File: config.mk
export PLATFORM = sky130hd
export DESIGN_NAME = apb_slave
export DESIGN_NICKNAME = d
export VERILOG_FILES = /design/src/rtl/apb_slave.sv
export SDC_FILE = /design/constraint.sdc
export NUM_CORES = 1
export LEC_CHECK = 0
export ABC_AREA = 1
export CORE_ASPECT_RATIO = 2
export CORE_UTILIZATION = 35
export CTS_CLUSTER_DIAMETER = 150
export DETAILED_ROUTE_END_ITERATION = 6
export HOLD_SLACK_MARGIN = 0.03
export PLACE_DENSITY = 0.67
export REMOVE_ABC_BUFFERS = 1
export SLEW_MARGIN = 10
export SYNTH_ARGS = -nofsm -noshare
export SYNTH_HDL_FRONTEND = slang
export SYNTH_SLANG_ARGS = --single-unit
File: constraint.sdc
create_clock -name clk -period 2.65 [get_ports clk]
set_clock_uncertainty 0.15 [all_clocks]
set_input_delay 0.6625 -clock clk [delete_from_list [all_inputs] [get_ports clk]]
set_output_delay 0.6625 -clock clk [all_outputs]
set_load 0.02 [all_outputs]
File: src/rtl/apb_slave.sv
// APB slave front-end: converts an APB access into a one-cycle read/write strobe
// toward a register block, then completes the access from the block's ack/error response.
module apb_slave #(
    parameter int ADDR_W  = 32,
    parameter int DATA_W  = 32,
    parameter int TIMEOUT = 16
) (
    input  logic              clk,
    input  logic              rst,
    input  logic              psel,
    input  logic              penable,
    input  logic              pwrite,
    input  logic [ADDR_W-1:0] paddr,
    input  logic [DATA_W-1:0] pwdata,
    output logic [DATA_W-1:0] prdata,
    output logic              pready,
    output logic              pslverr,
    output logic              wr_en,
    output logic              rd_en,
    output logic [ADDR_W-1:0] waddr,
    output logic [ADDR_W-1:0] raddr,
    output logic [DATA_W-1:0] wdata,
    input  logic [DATA_W-1:0] rdata,
    input  logic              wack,
    input  logic              rack,
    input  logic              waddrerr,
    input  logic              raddrerr
);

    localparam int CNT_W = $clog2(TIMEOUT + 1);

    typedef enum logic [1:0] {
        IDLE     = 2'd0,
        SETUP    = 2'd1,
        WAIT_RSP = 2'd2,
        DONE     = 2'd3
    } state_t;

    state_t              state_q, state_d;
    logic                is_write_q, is_write_d;
    logic                err_q, err_d;
    logic [CNT_W-1:0]    cnt_q, cnt_d;
    logic [ADDR_W-1:0]   waddr_q, waddr_d;
    logic [ADDR_W-1:0]   raddr_q, raddr_d;
    logic [DATA_W-1:0]   wdata_q, wdata_d;
    logic [DATA_W-1:0]   prdata_q, prdata_d;
    logic                rsp_taken;

    always_comb begin
        state_d    = state_q;
        is_write_d = is_write_q;
        err_d      = err_q;
        cnt_d      = cnt_q;
        waddr_d    = waddr_q;
        raddr_d    = raddr_q;
        wdata_d    = wdata_q;
        prdata_d   = prdata_q;
        wr_en      = 1'b0;
        rd_en      = 1'b0;
        rsp_taken  = 1'b0;

        case (state_q)
            IDLE: begin
                // Requiring penable=0 keeps a still-asserted access phase from restarting a transfer.
                if (psel && !penable) begin
                    state_d = SETUP;
                end
            end
            SETUP: begin
                if (!psel) begin
                    state_d = IDLE;
                end else if (penable) begin
                    is_write_d = pwrite;
                    cnt_d      = '0;
                    state_d    = WAIT_RSP;
                    if (pwrite) begin
                        wr_en   = 1'b1;
                        waddr_d = paddr;
                        wdata_d = pwdata;
                    end else begin
                        rd_en   = 1'b1;
                        raddr_d = paddr;
                    end
                end
            end
            WAIT_RSP: begin
                if (is_write_q) begin
                    if (waddrerr) begin
                        rsp_taken = 1'b1;
                        err_d     = 1'b1;
                    end else if (wack) begin
                        rsp_taken = 1'b1;
                        err_d     = 1'b0;
                    end
                end else begin
                    if (raddrerr) begin
                        rsp_taken = 1'b1;
                        err_d     = 1'b1;
                        prdata_d  = '0;
                    end else if (rack) begin
                        rsp_taken = 1'b1;
                        err_d     = 1'b0;
                        prdata_d  = rdata;
                    end
                end

                if (rsp_taken) begin
                    state_d = DONE;
                end else if (cnt_q == CNT_W'(TIMEOUT - 1)) begin
                    err_d   = 1'b1;
                    state_d = DONE;
                end else begin
                    cnt_d = cnt_q + CNT_W'(1);
                end
            end
            DONE: begin
                state_d = IDLE;
            end
            default: begin
                state_d = IDLE;
            end
        endcase
    end

    always_ff @(posedge clk or negedge rst) begin
        if (!rst) begin
            state_q    <= IDLE;
            is_write_q <= 1'b0;
            err_q      <= 1'b0;
            cnt_q      <= '0;
            waddr_q    <= '0;
            raddr_q    <= '0;
            wdata_q    <= '0;
            prdata_q   <= '0;
        end else begin
            state_q    <= state_d;
            is_write_q <= is_write_d;
            err_q      <= err_d;
            cnt_q      <= cnt_d;
            waddr_q    <= waddr_d;
            raddr_q    <= raddr_d;
            wdata_q    <= wdata_d;
            prdata_q   <= prdata_d;
        end
    end

    // Address/data bypass the latch during the strobe cycle so the register block sees them with the strobe.
    assign waddr   = wr_en ? paddr  : waddr_q;
    assign wdata   = wr_en ? pwdata : wdata_q;
    assign raddr   = rd_en ? paddr  : raddr_q;
    assign prdata  = prdata_q;
    assign pready  = (state_q == DONE);
    assign pslverr = (state_q == DONE) && err_q;

endmodule

==> results of run 1 <==
registers in the layout, indices dropped and copies added, names as in the netlist, named ones only:
name        flops
prdata         32
raddr_q        32
waddr_q        32
wdata_q        32
cnt_q           5
err_q           1
is_write_q      1
state_q         1
power by group through the flow:
stage	logic [mW]	clock network, mW	registers, mW
after floorplan	2.22	0	3.36
after global placement	5.03	0	3.20
after detailed placement	5.07	0	3.23
after CTS	5.14	2.28	3.22
after global routing	6.03	2.39	3.34
final	5.63	2.23	3.26
per-layer routing:
metal | share of wire [%] | routed length (um) | track usage, % | vias up
li1 | - | - | - | 3056
met1 | 34 | 7050 | 22.6 | 3116
met2 | 56 | 11700 | 41.2 | 220
met3 | 5.2 | 1080 | 5.12 | 56
met4 | 5.0 | 1040 | 12.7 | 0
met5 | 0 | 0 | 0 | -
what timing repair did:
item                                   CTS  global route
pin swaps                                2             9
setup endpoints to repair               98            98
setup buffers                           10            13
cloned                                   4             5
endpoints found under the hold margin   36             0
gates resized for setup                590           210
hold buffers                             1             0
cells in the final DEF (no fill, tap or decap), types with 5 or more instances in the layout:
cell type	n
buf_4	119
clkinvlp_4	5
buf_6	78
buf_12	11
dfrtp_1	137
buf_2	10
nand3_1	39
clkbuf_16	21
nor2_1	10
o21ai_2	26
clkdlybuf4s50_1	133
nand2_2	103
nand2_1	211
o21ai_0	59
inv_1	13
o21ai_1	44
nand2_4	29
logic make-up (layout without fill, tap and decap cells):
logic type               Yosys count  in the layout  share of synthesized area, %
AO/OA/AOI/OAI                    132            132                          11.0
adder cells (fa/ha/maj)            2              2                         0.418
buffers and inverters             61            414                          4.79
flip-flops                       137            137                          57.3
other                              0              1                             0
AND/OR/NAND/NOR                  402            402                          26.5
metrics by stage:
| stage | TNS (ns) | instance area (um^2) | hold slack, ns | std cells | util (%) |
|---|---|---|---|---|---|
| 2_1_floorplan | -429.46 | 5760 | 0.217 | 689 | - |
| 3_3_place_gp | -75.36 | 9240 | 0.307 | 1230 | 55.1 |
| 3_5_place_dp | -76.88 | 9240 | 0.317 | 1230 | 55.1 |
| 4_1_cts | -1.59 | 10000 | 0.324 | 1277 | 59.8 |
| 5_1_grt | -5.67 | 10800 | 0.338 | 1295 | 64.7 |
| 6_report | -1.04 | 10800 | 0.323 | 1295 | 64.7 |
worst register-to-register path, delay by kind of cell, from the launching register on:
kind	cells	cell delay [ns]
DFF	1	0.39
buffers and inverters	3	0.62
and+or+nand+nor	6	0.69
worst max path at each step:
stage	end	slack [ns]	cells past startpoint
global placement	wdata[20]	-0.84	7
detailed placement	wdata[27]	-0.87	7
global route	wdata[25]	-0.12	9
CTS	waddr[0]	-0.06	9
floorplan	waddr[0]	-3.04	4
finish	waddr[6]	-0.04	7
cell type report:
type / count / area, um^2
fill: 1348 / 5920
timing repair buffer: 366 / 3640
sequential: 137 / 3430
multi-input combinational: 536 / 2900
clock buffer: 19 / 433
tap: 207 / 259
clock inverter: 13 / 121
inverter: 16 / 60.1
antenna: 1 / 2.50
==> flow_summary.json, run 1 <==
{
  "die_h_um": 187,
  "clock_latency_ns": 0.42,
  "p_leak_nw": 5.76,
  "final_antenna_net_count": 0,
  "synth_top_area_share_pct": 57.3,
  "vias_per_cell": 4.98,
  "comb_power_share_pct": 50.6,
  "setup_violations": 50,
  "coreArea_mm2": 0.0168,
  "antenna_found_initial": 2,
  "overflow": 0,
  "synth-async-reset-ratio_pct": 100,
  "hold_viol": 0,
  "dieArea_mm2": 0.0177,
  "syn2layout_area_growth_pct": 81.1,
  "cp-end-kind": "output port",
  "grt_setup_unrepaired": "yes",
  "synth_cells": 734,
  "pwr-share-seq_pct": 29.3,
  "maxCapViolCount": 0,
  "ff2ff_setup_slack_ns": 0.69,
  "slowest_stage": "o21ai_0",
  "cts_buffer_depth": 2,
  "cts.sinks": 137,
  "p_per_area_mw_per_mm2": 1030,
  "hp-class": "reg -> reg",
  "seq_area_frac_synth_pct": 57.3,
  "synth.distinct_cells": 19,
  "first_global_vias": 6442,
  "drc": 0,
  "switching_share_pct": 39.5,
  "critical_path_arrival_ns": 1.88,
  "hold_path_depth": 2,
  "drt_iter0_drc": 269,
  "die_w_um": 94.5,
  "netlist_top_cells_area": "dfrtp_1 57%, nand2_1 22%, o21ai_0 9.2%, nand3_1 3.3%, o21ai_1 1.8%",
  "globalplace.congestion": 0.862,
  "wl_mm": 20.9,
  "avgSynthCellArea_um2": 8.15,
  "critPathRequiredTime_ns": 1.84,
  "netSwitchingPower_mw": 4.39,
  "dp_slack_ns": -0.866,
  "maxSlewHeadroom_pct": 51.8,
  "status": "complete, but fails checks",
  "startpoint_type": "primary input",
  "p_int_mw": 6.74,
  "initial_utilization_pct": 35.7,
  "drv_slew": 0,
  "dr.pass1.iters": 4,
  "cts_root_buf": "clkbuf_16",
  "clkPwrFrac_pct": 20.1,
  "worstHoldStart": "raddr_q[21]",
  "fmax_ghz": 0.371,
  "grt_start_max_net_pins": 55,
  "critPathMaxStageDelay_ns": 0.29,
  "io_pins": 237,
  "power_mw": 11.1,
  "drive_above_1_share_pct": 39.4,
  "synthTopCellsByCount": "343 x nand2_1, 137 x dfrtp_1, 110 x o21ai_0",
  "setup_slack_ns": -0.0438,
  "fin_crit_ns": 2.69,
  "crit_chain": "clkdlybuf4s15_2 > nand4_4 > buf_12 > buf_4 > o21ai_0 > nand2_2 > buf_6",
  "rows": 67,
  "cts_tree": "built",
  "synth_top_area_cell": "dfrtp_1",
  "synth_area_mm2": 0.00599,
  "htreeDepth": 4,
  "worst-setup-path-type": "in -> out",
  "yosys_warnings": 0,
  "ir_drop_mv": 0.657,
  "worst-path-buf-inv": 4,
  "hpwlAfterDp_mm": 13.2,
  "vias": 6448,
  "fin_nets": 1181,
  "ys_ff_latch": 137,
  "cts_made_buffers": 17,
  "synth_edf_count": 0,
  "yosysMostFrequentCell": "nand2_1",
  "grt_pass1_wl_mm": 30.6,
  "synth_ff_type": "dfrtp_1",
  "critical_path.top_delay_family": "buffers and inverters",
  "period_share_pct": 102,
  "tightest_slew_ns": 0.721,
  "worst-r2r-cell-count": 9,
  "wl_per_cell_um": 16.1,
  "port_buffers": 236,
  "clk_pin_slew_ns": 0.06,
  "rr_endpoint": "cnt_q[3]",
  "violations": "setup timing",
  "grt_util_all_layers_pct": 22.5,
  "critPathLaunch": "penable",
  "path_max_fanout": 16,
  "whs_endpoint": "raddr_q[21]"
}
(Power assumes the default switching activity.)
==> run 2: changes to the inputs <==
--- a/config.mk
+++ b/config.mk
@@ -10,6 +10,7 @@
 export CORE_UTILIZATION = 35
 export CTS_CLUSTER_DIAMETER = 150
 export DETAILED_ROUTE_END_ITERATION = 6
+export GPL_TIMING_DRIVEN = 0
 export HOLD_SLACK_MARGIN = 0.03
 export PLACE_DENSITY = 0.67
 export REMOVE_ABC_BUFFERS = 1
==> run 2 against run 1 <==
Against the previous run: the run still ends with setup timing left; sequential cell count unchanged; clock power up 14%; via count down 7.4%; clock-buffer cell count up 5; total power up 0.46%; critical path depth up 1; die area unchanged; global-route usage down 0.23 points; cell area down 5.4%; critical endpoint is now waddr[31]; largest power group unchanged.
==> flow_summary.json, run 2 (synthesized netlist as in run 1, its figures left out) <==
{
  "wl_mm": 20.1,
  "startpoint_type": "primary input",
  "critPathMaxStageDelay_ns": 0.23,
  "tns_ns": -11.76,
  "port_buffers": 236,
  "fin_nets": 1096,
  "cts_hold_buf": 0,
  "overflow": 0,
  "final_core_util_pct": 61.2,
  "final_antenna_net_count": 0,
  "ir_drop_mv": 0.618,
  "worst-setup-path-type": "in -> out",
  "slowest_stage": "buf_8",
  "grt_util_all_layers_pct": 22.3,
  "maxCapViolCount": 0,
  "final_common_cell": "nand2_1",
  "cts_buffer_depth": 2,
  "p_per_area_mw_per_mm2": 1090,
  "globalplace.congestion": 0.771,
  "io_pins": 237,
  "worstReg2RegStart": "state_q[0]",
  "timing.hold.ws_ns": 0.0385,
  "path_max_fanout": 65,
  "drc": 0,
  "dieArea_mm2": 0.0177,
  "syn2layout_area_growth_pct": 71.3,
  "cts.sinks": 137,
  "critical_path_arrival_ns": 2.04,
  "grt_pass1_wl_mm": 29.7,
  "coreArea_mm2": 0.0168,
  "first_global_vias": 5868,
  "grt_setup_unrepaired": "yes",
  "fin_crit_ns": 2.85,
  "cp-end-kind": "output port",
  "fmax_ghz": 0.351,
  "dp_slack_ns": -1.85,
  "critPathRequiredTime_ns": 1.84,
  "regArea_mm2": 0.00343,
  "wl_per_cell_um": 16.6,
  "final_cell_mix": "240 x nand2_1, 136 x dfrtp_1, 133 x clkdlybuf4s50_1",
  "grt_start_max_net_pins": 71,
  "antenna_found_initial": 1,
  "dr.pass1.iters": 5,
  "vias": 5974,
  "htreeDepth": 4,
  "tightest_slew_ns": 1.06,
  "die_w_um": 94.5,
  "rows": 67,
  "status": "complete, but fails checks",
  "drv_slew": 0,
  "hold_viol": 0,
  "p_leak_nw": 5.46,
  "place_area_mm2": 0.00860,
  "crit_chain": "buf_8 > inv_8 > nor2_4 > buf_6 > clkbuf_16 > nand2_1 > nand2_1 > buf_4",
  "die_h_um": 187,
  "fill_cells": 1467,
  "drt_iter0_drc": 225,
  "worst-r2r-cell-count": 6,
  "setup_violations": 97,
  "period_share_pct": 108,
  "cts_root_buf": "clkbuf_16",
  "drive_above_1_share_pct": 29.6,
  "cts_made_buffers": 17,
  "vias_per_cell": 4.94,
  "maxSlewHeadroom_pct": 29.1,
  "clock_latency_ns": 0.42,
  "finalInstanceArea_mm2": 0.0103,
  "clk_pin_slew_ns": 0.06,
  "ff2ff_setup_slack_ns": 0.37,
  "rr_endpoint": "prdata[30]",
  "violations": "setup timing",
  "initial_utilization_pct": 35.7,
  "hp-class": "in -> async",
  "setup_slack_ns": -0.203,
  "crit_top_cell": "nand2_1",
  "cts_tree": "built",
  "hpwlAfterDp_mm": 12.1,
  "multi_input_area_mm2": 0.00277
}
==> run 2: cell count changes in the layout (fill, tap and decap cells not counted), moves of 8 or more <==
| cell | before | now |
|---|---|---|
| nand2_2 | 103 | 75 |
| o21ai_0 | 59 | 86 |
| buf_4 | 119 | 27 |
| buf_6 | 78 | 89 |
| o21ai_2 | 26 | 7 |
| nand2_1 | 211 | 240 |
| o21ai_1 | 44 | 36 |
==> run 2: where the power goes <==
part / switching [mW] / internal, mW / total [mW]
clock: 0.880 / 1.67 / 2.55
sequential: 0.264 / 2.95 / 3.21
combinational: 3.05 / 2.37 / 5.42
total: 4.19 / 6.99 / 11.2
==> run 2: metal layers <==
metal	up-vias	track usage [%]	part of all wire (%)
met5	-	0	0
met1	2880	22.9	36
met2	184	42.0	56
met4	0	9.09	2.5
met3	30	4.84	5.1
li1	2880	-	-
==> run 2: what timing repair did <==
item,in CTS,in global routing
cloned,5,5
buffers inserted,19,13
gates resized for setup,554,207
pin swaps,3,7
setup endpoints to repair,148,98
==> run 2: worst max path at each step <==
stage	from	end	slack [ns]	cells past startpoint
final	pwrite	waddr[31]	-0.20	8
after global routing	flip-flop	waddr[30]	-0.28	7
after CTS	flip-flop	waddr[27]	-0.26	10
after detailed placement	pwrite	waddr[25]	-1.85	7
after global placement	psel	waddr[25]	-7.08	6
after floorplan	penable	waddr[0]	-3.04	4
==> run 2: critical path: cells and delay by family <==
family                 cells  cell delay [ns]
AND/OR/NAND/NOR            3             0.37
buffers and inverters      5             0.91
==> run 2: per-stage QoR <==
stage / power, mW / std cells
4_1_cts: 10.8 / 1195
3_3_place_gp: 7.97 / 1132
6_report: 11.2 / 1210
3_5_place_dp: 8.10 / 1139
5_1_grt: 11.8 / 1210
2_1_floorplan: 5.58 / 689
==> run 2: cell type report <==
type | count | area share, %
Timing Repair Buffer | 280 | 30.2
Inverter | 16 | 0.659
Antenna cell | 1 | 0.0244
Multi-Input combinational cell | 537 | 27.0
Clock buffer | 24 | 4.80
Clock inverter | 8 | 1.37
Tap cell | 207 | 2.53
Sequential cell | 137 | 33.4
